<file path="src/rtl/bus_sequencer.sv">
// -----------------------------------------------------------------------------
// bus_sequencer
//
// Purpose:
//   Front-panel to PlayBus sequencer. A GO request that arrives asynchronously
//   is synchronised and edge-qualified, then starts a timed
//   SETUP -> STROBE (WAIT+1 clocks) -> HOLD sequence. This sequence drives the
//   PlayBus enables and strobes for the selected function code:
//     3 ROM->LED, 4 RAM->LED, 5 SW->RAM, 6 ROM->RAM, 7 burst ROM->RAM.
//   Codes 0..2 are ignored. Function 7 repeats the sequence BURST_LEN times,
//   and the address increments (with wrap) between transfers.
//
// Parameters:
//   AW        address width in bits
//   WAIT      extra STROBE clocks (STROBE lasts WAIT+1 clocks), 0..7
//   BURST_LEN number of transfers made by function 7, 1..2^AW
//
// Ports:
//   CK2HZ    in   1   clock, rising edge
//   CLR      in   1   asynchronous active-high reset
//   GO       in   1   start request, asynchronous to CK2HZ
//   FUNC     in   3   function code, latched at start
//   ADD      in   AW  start address, latched at start
//   ADDR     out  AW  bus address
//   n_ROMO   out  1   ROM output enable (active low)
//   n_RAMO   out  1   RAM output enable (active low)
//   n_RAMW   out  1   RAM write strobe (active low)
//   n_SWBEN  out  1   switch buffer enable (active low)
//   LEDLTCH  out  1   LED latch strobe (active high)
//   St       out  2   state code 00 IDLE, 01 SETUP, 10 STROBE, 11 HOLD
//   BUSY     out  1   high whenever St != IDLE
//   DONE     out  1   one-clock pulse in the first IDLE cycle after completion
// -----------------------------------------------------------------------------
module bus_sequencer #(
    parameter int AW        = 4,
    parameter int WAIT      = 1,
    parameter int BURST_LEN = 4
) (
    input  logic          CK2HZ,
    input  logic          CLR,
    input  logic          GO,
    input  logic [2:0]    FUNC,
    input  logic [AW-1:0] ADD,
    output logic [AW-1:0] ADDR,
    output logic          n_ROMO,
    output logic          n_RAMO,
    output logic          n_RAMW,
    output logic          n_SWBEN,
    output logic          LEDLTCH,
    output logic [1:0]    St,
    output logic          BUSY,
    output logic          DONE
);

    // The burst counter holds the number of transfers still to follow the
    // current one. One spare bit keeps it safe for BURST_LEN = 2^AW.
    localparam int            CW        = AW + 1;
    localparam logic [CW-1:0] BURST_M1  = CW'(BURST_LEN - 1);
    localparam logic [2:0]    WAIT_LAST = 3'(WAIT);

    // The encoding is the externally visible St code.
    typedef enum logic [1:0] {
        S_IDLE   = 2'b00,
        S_SETUP  = 2'b01,
        S_STROBE = 2'b10,
        S_HOLD   = 2'b11
    } state_t;

    // -------------------------------------------------------------------------
    // GO synchroniser and rising-edge detector
    // -------------------------------------------------------------------------
    logic go_meta_q;
    logic go_sync_q;
    logic go_prev_q;
    logic go_edge;

    always_ff @(posedge CK2HZ or posedge CLR) begin
        if (CLR) begin
            go_meta_q <= 1'b0;
            go_sync_q <= 1'b0;
            go_prev_q <= 1'b0;
        end else begin
            go_meta_q <= GO;
            go_sync_q <= go_meta_q;
            go_prev_q <= go_sync_q;
        end
    end

    // The edge is seen for one clock only. If the sequencer is busy during
    // that clock, the edge is lost. This gives the "discard, not queue"
    // behaviour, and a GO that is held high cannot retrigger.
    assign go_edge = go_sync_q & ~go_prev_q;

    // -------------------------------------------------------------------------
    // Sequencer state
    // -------------------------------------------------------------------------
    state_t         state_q, state_d;
    logic [2:0]     func_q, func_d;
    logic [AW-1:0]  addr_q, addr_d;
    logic [2:0]     wcnt_q, wcnt_d;
    logic [CW-1:0]  rem_q, rem_d;

    // Registered copies of the bus controls
    logic           rom_oe_n_q, rom_oe_n_d;
    logic           ram_oe_n_q, ram_oe_n_d;
    logic           ram_we_n_q, ram_we_n_d;
    logic           sw_en_n_q,  sw_en_n_d;
    logic           led_ltch_q, led_ltch_d;
    logic           busy_q,     busy_d;
    logic           done_q,     done_d;

    logic           active_d;
    logic           strobe_d;

    always_comb begin
        state_d = state_q;
        func_d  = func_q;
        addr_d  = addr_q;
        wcnt_d  = wcnt_q;
        rem_d   = rem_q;

        case (state_q)
            S_IDLE: begin
                if (go_edge && (FUNC >= 3'd3)) begin
                    state_d = S_SETUP;
                    func_d  = FUNC;
                    addr_d  = ADD;
                    wcnt_d  = 3'd0;
                    rem_d   = (FUNC == 3'd7) ? BURST_M1 : '0;
                end
            end
            S_SETUP: begin
                state_d = S_STROBE;
                wcnt_d  = 3'd0;
            end
            S_STROBE: begin
                if (wcnt_q == WAIT_LAST) begin
                    state_d = S_HOLD;
                end else begin
                    wcnt_d = wcnt_q + 3'd1;
                end
            end
            S_HOLD: begin
                // Only a burst has further transfers. For the other functions,
                // rem_q is always zero.
                if ((func_q == 3'd7) && (rem_q != '0)) begin
                    state_d = S_SETUP;
                    addr_d  = addr_q + AW'(1);
                    rem_d   = rem_q - CW'(1);
                end else begin
                    state_d = S_IDLE;
                end
            end
        endcase

        // Outputs come from the next state, so they register in step with St.
        // func_d keeps its old value in IDLE. Every enable is gated by
        // active_d, so the stale value does no harm.
        active_d = (state_d != S_IDLE);
        strobe_d = (state_d == S_STROBE);

        rom_oe_n_d = ~(active_d && ((func_d == 3'd3) || (func_d == 3'd6) || (func_d == 3'd7)));
        ram_oe_n_d = ~(active_d && (func_d == 3'd4));
        sw_en_n_d  = ~(active_d && (func_d == 3'd5));
        ram_we_n_d = ~(strobe_d && ((func_d == 3'd5) || (func_d == 3'd6) || (func_d == 3'd7)));
        led_ltch_d = strobe_d && ((func_d == 3'd3) || (func_d == 3'd4));
        busy_d     = active_d;
        done_d     = (state_q == S_HOLD) && (state_d == S_IDLE);
    end

    always_ff @(posedge CK2HZ or posedge CLR) begin
        if (CLR) begin
            state_q    <= S_IDLE;
            func_q     <= 3'd0;
            addr_q     <= '0;
            wcnt_q     <= 3'd0;
            rem_q      <= '0;
            rom_oe_n_q <= 1'b1;
            ram_oe_n_q <= 1'b1;
            ram_we_n_q <= 1'b1;
            sw_en_n_q  <= 1'b1;
            led_ltch_q <= 1'b0;
            busy_q     <= 1'b0;
            done_q     <= 1'b0;
        end else begin
            state_q    <= state_d;
            func_q     <= func_d;
            addr_q     <= addr_d;
            wcnt_q     <= wcnt_d;
            rem_q      <= rem_d;
            rom_oe_n_q <= rom_oe_n_d;
            ram_oe_n_q <= ram_oe_n_d;
            ram_we_n_q <= ram_we_n_d;
            sw_en_n_q  <= sw_en_n_d;
            led_ltch_q <= led_ltch_d;
            busy_q     <= busy_d;
            done_q     <= done_d;
        end
    end

    assign St      = state_q;
    assign ADDR    = addr_q;
    assign n_ROMO  = rom_oe_n_q;
    assign n_RAMO  = ram_oe_n_q;
    assign n_RAMW  = ram_we_n_q;
    assign n_SWBEN = sw_en_n_q;
    assign LEDLTCH = led_ltch_q;
    assign BUSY    = busy_q;
    assign DONE    = done_q;

endmodule

</file>
<file path="config.mk">
export PLATFORM = sky130hd
export DESIGN_NAME = bus_sequencer
export DESIGN_NICKNAME = d
export VERILOG_FILES = /design/src/rtl/bus_sequencer.sv
export SDC_FILE = /design/constraint.sdc
export NUM_CORES = 1
export LEC_CHECK = 0
export ABC_AREA = 1
export BUFFER_PORTS_ARGS = -buffer_cell sky130_fd_sc_hd__buf_2
export CAP_MARGIN = 10
export CORE_ASPECT_RATIO = 1.2
export CORE_MARGIN = 1.5
export CORE_UTILIZATION = 45
export CTS_CLUSTER_SIZE = 25
export DETAILED_ROUTE_END_ITERATION = 8
export GPL_TIMING_DRIVEN = 1
export PLACE_DENSITY = 0.69
export SLEW_MARGIN = 20
export SYNTH_ARGS = -nofsm -noshare
export SYNTH_HDL_FRONTEND = slang
export SYNTH_SLANG_ARGS = --single-unit
</file>
<file path="constraint.sdc">
create_clock -name CK2HZ -period 1.81 [get_ports CK2HZ]
set_input_delay 0.0905 -clock CK2HZ [delete_from_list [all_inputs] [get_ports CK2HZ]]
set_output_delay 0.0905 -clock CK2HZ [all_outputs]
set_load 0.05 [all_outputs]
</file>
### After elaboration in Yosys (flattened, before gate mapping)

Index checks and enable logic that the tools add are counted.

| word-level totals | value |
|---|---|
| register bits | 27 |
| bits in latches | 0 |
| RAM bits | 0 |
| bits in read-only memories | 0 |
| input port bits | 10 |
| output and inout bits | 13 |
| memories | 0 |

| cells by class | value |
|---|---|
| add/subtract/negate cells | 3 |
| multipliers | 0 |
| div/mod/pow operators | 0 |
| magnitude comparators | 1 |
| equal/unequal tests | 15 |
| shift operators | 0 |
| mux-type cells | 16 |
| bitwise gates (word level) | 6 |
| reduce and logical (&&, ||, !) cells | 21 |

Operators with widths:

| kind | number |
|---|---|
| 3-bit equality test, second input constant | 6 |
| 3-bit 2-to-1 mux | 4 |
| 5-bit 2-to-1 mux | 2 |
| 5-bit case mux with 2 select lines | 1 |
| 3-bit case mux with 3 select lines | 1 |
| 1-bit logical AND | 8 |
| 4-bit 2-to-1 mux | 2 |
| 2-bit case mux with 4 select lines | 1 |
| 4-bit case mux with 2 select lines | 1 |
| 2-bit equality test, second input constant | 3 |
| 2-bit 2-to-1 mux | 3 |
| 2-bit != test, second input constant | 3 |
| 3-bit AND reduction | 2 |
| 1-bit logical OR | 5 |
| 1-bit inverter | 5 |
| 5-bit nonzero test | 1 |
| 5-bit by 1-bit subtractor with 5-bit output, second input constant | 1 |
| 4-bit by 1-bit adder with 4-bit output, second input constant | 1 |
| 2-bit zero test | 2 |
| 2-bit nonzero test | 2 |
| 3-bit by 1-bit adder with 3-bit output, second input constant | 1 |
| 3-bit by 1-bit equality test with 1-bit output, second input constant | 1 |
| 3-bit by 2-bit equality test with 1-bit output, second input constant | 1 |
| 3-bit by 2-bit greater-or-equal comparator with 1-bit output, second input constant | 1 |
| 4 further kinds | 4 |

### Longest topological paths before layout

| logic depth | value |
|---|---|
| word-level depth | 10 |
| depth in mapped cells | 10 |

### Worst setup path after synthesis

Ideal clock, no wire load.

| timing path | value |
|---|---|
| path type | reg-to-reg |
| start point | reg state_q[0] (netlist: St[0]) |
| end point | reg addr_q[0] (netlist: ADDR[0]) |
| data arrival time | 1.689 ns |
| required time | 1.744 ns |
| slack | 0.055 ns |
| stages on the path, launching flop included | 10 |
| buffers on the path | 2 |
| period minus slack after synthesis | 1.755 ns |
| cells stage by stage | dfrtp_1 -> inv_1 -> ha_1 -> buf_4 -> nand2_1 -> nand2_1 -> nand2_2 -> buf_6 -> nand2_1 -> nand2_1 |

| between the ends | value |
|---|---|
| cells in the longest elaborated chain, start to end | 3 |
| elaborated cells on any way between the ends | 7 |
| classes of those cells | eq/ne (3); mux (1); reduce/logical (3) |

Ends and longest elaborated chain:

| element | RTL line | text |
|---|---|---|
| start: declaration | 97 | `state_t state_q, state_d;` |
| start signal: assignment | 186 | `state_q <= state_d;` |
| 2-bit equality test / 2-bit zero test (equally long branches) | 122 | `case (state_q)` |
| 2-bit != test (no line) / 2-bit nonzero test (equally long branches) | n/a |  |
| 3-bit AND reduction (no line) | n/a |  |
| end signal: assignment | 188 | `addr_q <= addr_d;` |
| end: declaration | 99 | `logic [AW-1:0] addr_q, addr_d;` |

Parallel ways exist; a longest one is shown, timed or not.
A chain may end at the register's enable or synchronous reset.

### Final worst setup path

| timing path | value |
|---|---|
| start point | reg state_q[0] (netlist: St[0]) |
| end point | reg rem_q[4] |

| between the ends | value |
|---|---|
| cells in the longest elaborated chain, start to end | 3 |
| elaborated cells on any way between the ends | 7 |
| classes of those cells | eq/ne (3); mux (1); reduce/logical (3) |

Ends and longest elaborated chain:

| element | RTL line | text |
|---|---|---|
| 2-bit equality test / 2-bit zero test (equally long branches) | 122 |  |
| 2-bit != test (no line) / 2-bit nonzero test (equally long branches) | n/a |  |
| 3-bit AND reduction (no line) | n/a |  |
| end signal: assignment | 190 | `rem_q <= rem_d;` |
| end: declaration | 101 | `logic [CW-1:0] rem_q, rem_d;` |

Parallel ways exist; a longest one is shown, timed or not.

==> summary by stage <==
Clock network
The clock tree root driver cell is sky130_fd_sc_hd__clkbuf_8. For this design, the sink count on the clock tree is 27. CTS built an H-tree with a depth of 1. The maximum buffer depth of the clock tree is 2.

The clock slew seen by the registers of the worst setup and hold paths is approximately 0.09 ns. The number of buffers created by CTS is 3. TritonCTS built the clock tree. The worst-skew pair later-pin latency is 0.28 ns. The number of setup buffers added after CTS is 0.

Timing
At the pin with the least slew margin, the transition time is between 0.3 and 0.4 ns. The number of pins exceeding their max-slew limit in the final report is 0. The clock period minus final worst setup slack is 1.62 ns. After routing, the total negative slack on setup checks comes to 0 ns. The highest clock rate is roughly 620 MHz. The clock skew after layout is ~0.0065 ns.

The relative max-transition margin is between 70% and 80%. In the finished design, the share of the clock period the worst path needs comes to 89.7%. Setup violations remaining at the end of the flow were counted as 0. The final number of hold-violating endpoints is 0. Setup repair after global routing left no endpoint under its margin.

Route
The routed design has 2740 µm of wire. The starting DRC count in detailed routing is 28. The average wire per cell in the routed design is approximately 11 µm. In this run the remaining antenna-violating nets after routing total 0.

The first detailed-routing pass took 4 iterations. After detailed routing, the number of remaining DRC violations is 0. The final route contains 1150 vias. Using the TritonRoute via totals, the vias-per-cell ratio works out to between 4 and 5.

Critical path
The top fanout value on the critical path is 13. The signal arrival time at the worst endpoint is between 1.5 and 2 ns. STA classifies the critical path startpoint as a flop. The classification of the worst setup path is reg -> reg. The endpoint type of the worst setup path is a flop. For the worst setup path, the data required time is about 2.0 ns. The setup check on the worst reg-to-reg path leaves a slack of between 0.15 and 0.2 ns.

Status
The run finished with clean final reports.

Global routing
The initial antenna violation count is 0. The wire length of the first global-routing pass is 4680 µm. The global-route met1 utilization is between 20% and 30%. met2 is the most crowded layer. The number of global-route vias before repair came to roughly 1.1k.

The pin count of the biggest net entering global routing is 28. The global-route congestion overflow total is 0. Global routing used 3.30% of the available met3 tracks.

The met2 track utilization from global routing is between 20% and 30%. The overall fraction of global-route tracks in use is between 10% and 20%.

Floorplan
Pin placement for this block handled 23 I/O pins. In this run the horizontal extent of the chip is roughly 56 µm. The die outline height is approximately 67 µm. After floorplanning, the core was divided into 23 placement rows. The die covers 3780 µm². The starting density of the core is roughly 46%. In this run the standard cell core region covers between 3000 and 4000 µm².

Finish
Across the whole layout, storage elements account for approximately 680 µm². After the flow finishes, the layout carries non-filler instances totaling 240. The layout-stage area growth over the synthesis result is 15.2%. The final layout contains between 200 and 250 nets.

The number of fillers in the final layout is 298. In the final layout, the share of cells above drive strength 1 is a little over 30%. Leaving out fill and tap cells, the most frequent cell in the layout is sky130_fd_sc_hd__nand2_1. In the layout the commonest cells are sky130_fd_sc_hd__nand2_1 (46), sky130_fd_sc_hd__dfrtp_1 (23), sky130_fd_sc_hd__inv_1 (22), sky130_fd_sc_hd__buf_2 (22), sky130_fd_sc_hd__nand2_2 (12). 0 antenna diodes ended up in the layout. The multi-input logic area is ~750 µm².

Power
VDD sags by at most between 0.0009 and 0.001 V. The cell leakage power is 0.000926 µW. The total power density per cell area is between 1500 and 2000 nW/µm².

Placed design
The detailed-placement wirelength estimate is between 2000 and 2500 µm. The congestion estimate from routability-driven global placement came to 0.780. The count of input and output buffers is 22. After detailed placement, the design holds a cell count of around 230.

Run
The tool flagged a number of max-cap violations equal to 0.

Yosys
The synthesized netlist cell count is 175. The mean cell area of the mapped netlist is 8.79 µm². Of the synthesized area, sequential elements account for 44.3%. The count of warnings emitted by yosys is 0. In this run the cell area of the synthesized design comes to 1540 µm². After synthesis, the netlist uses 26 different library cells. The synthesized flop and latch total is 27. Counting every net in the synthesized netlist gives between 150 and 200.

Worst hold path
The min-delay analysis places its worst path in the category in -> reg.
==> layer usage <==
layer,up-vias,wire (µm)
li1,603,-
met3,5,99
met5,-,0
met4,0,48
met1,522,1330
met2,20,1260
==> critical path, stage by stage, from the launching register on <==
cell and delay [ns]:
sky130_fd_sc_hd__dfrtp_1 0.46, sky130_fd_sc_hd__inv_1 0.12, sky130_fd_sc_hd__ha_1 0.28, sky130_fd_sc_hd__nand2_1 0.09, sky130_fd_sc_hd__nand2_1 0.06, sky130_fd_sc_hd__nand2_2 0.25
sky130_fd_sc_hd__inv_2 0.11, sky130_fd_sc_hd__nand2_1 0.08, sky130_fd_sc_hd__o21ai_1 0.06
==> cell families after synthesis <==
group	count (synthesis)	share of synthesized area [%]
muxes	1	0.651
buffers and inverters	27	7.57
AOI/OAI and AO/OA	12	5.37
xor gates and xnor gates	4	2.28
adders and majority gates	10	8.14
and+or+nand+nor	94	31.7
DFF	27	44.3
==> worst paths after layout <==
kind	endpoint	cells past startpoint	start
max reg2reg	rem_q[4]	8	St[0]
max in group asynchronous	n_RAMW	4	CLR
min	ADDR[1]	3	ADD[1]
min in group asynchronous	ADDR[0]	4	CLR
max	rem_q[4]	8	St[0]
min reg2reg	go_sync_q	0	go_meta_q
==> state kept, by name, summed over array words and instances, names as in the netlist <==
| name | cells |
|---|---|
| go_meta_q | 1 |
| func_q | 3 |
| go_prev_q | 1 |
| go_sync_q | 1 |
| LEDLTCH | 1 |
| n_SWBEN | 1 |
| n_ROMO | 1 |
| BUSY | 1 |
| St | 2 |
| wcnt_q | 3 |
| ADDR | 4 |
| n_RAMO | 1 |
| DONE | 1 |
| n_RAMW | 1 |
| rem_q | 5 |
==> area by class of cell <==
class,count,share of cell area [%]
well taps,37,2.61
multi-input cells,121,42.5
repair buffers,27,8.62
flip-flops and latches,27,38.4
clock buffers,3,2.33
clock inverters,1,0.424
inverters,24,5.08
==> synth_stat cells <==
cell / number / area share (%)
sky130_fd_sc_hd__nand4_1: 9 / 3.7
sky130_fd_sc_hd__nor2_2: 1 / 0.41
sky130_fd_sc_hd__nor2_8: 1 / 1.3
sky130_fd_sc_hd__nand3_4: 1 / 1.1
sky130_fd_sc_hd__nor2_1: 10 / 2.4
sky130_fd_sc_hd__inv_1: 22 / 5.4
sky130_fd_sc_hd__a21oi_1: 3 / 0.98
sky130_fd_sc_hd__dfstp_2: 4 / 6.8
sky130_fd_sc_hd__dfrtp_1: 23 / 37
sky130_fd_sc_hd__xnor2_1: 1 / 0.57
sky130_fd_sc_hd__or2_2: 1 / 0.41
sky130_fd_sc_hd__buf_6: 1 / 0.73
sky130_fd_sc_hd__ha_1: 10 / 8.1
sky130_fd_sc_hd__nor3_1: 2 / 0.65
sky130_fd_sc_hd__nand2_1: 46 / 11
sky130_fd_sc_hd__inv_2: 2 / 0.49
sky130_fd_sc_hd__nand2_4: 4 / 2.9
sky130_fd_sc_hd__mux2i_1: 1 / 0.65
sky130_fd_sc_hd__nand2_2: 12 / 4.9
sky130_fd_sc_hd__o21ai_0: 2 / 0.65
sky130_fd_sc_hd__buf_4: 2 / 0.98
sky130_fd_sc_hd__o21ai_1: 1 / 0.33
sky130_fd_sc_hd__nor2_4: 1 / 0.73
sky130_fd_sc_hd__o21ai_2: 6 / 3.4
sky130_fd_sc_hd__xor2_1: 3 / 1.7
sky130_fd_sc_hd__nand3_1: 6 / 2.0
==> per-stage QoR <==
step | cell area [µm²] | hold slack [ns] | power, µW | worst slack [ns] | util, %
after floorplan | 1540 | 0.122 | 2580 | 0.0549 | -
after global placement | 1690 | 0.164 | 2910 | 0.109 | 51.1
after detailed placement | 1690 | 0.164 | 2930 | 0.116 | 51.1
after CTS | 1760 | 0.103 | 3300 | 0.0861 | 53.2
after global routing | 1770 | 0.102 | 3570 | 0.00701 | 53.5
final | 1770 | 0.105 | 3280 | 0.187 | 53.5
==> power breakdown <==
| part | switching, µW | internal (µW) |
|---|---|---|
| Combinational | 1300 | 600 |
| Clock | 193 | 156 |
| Sequential | 192 | 848 |
| Total | 1680 | 1600 |
==> timing repair <==
action | CTS | global route
endpoints found under the hold margin | 24 | 0
hold buffers | 2 | 0
resized for setup | 0 | 2
setup endpoints to repair | 0 | 7
No activity file was read; power rests on OpenSTA's default activity.
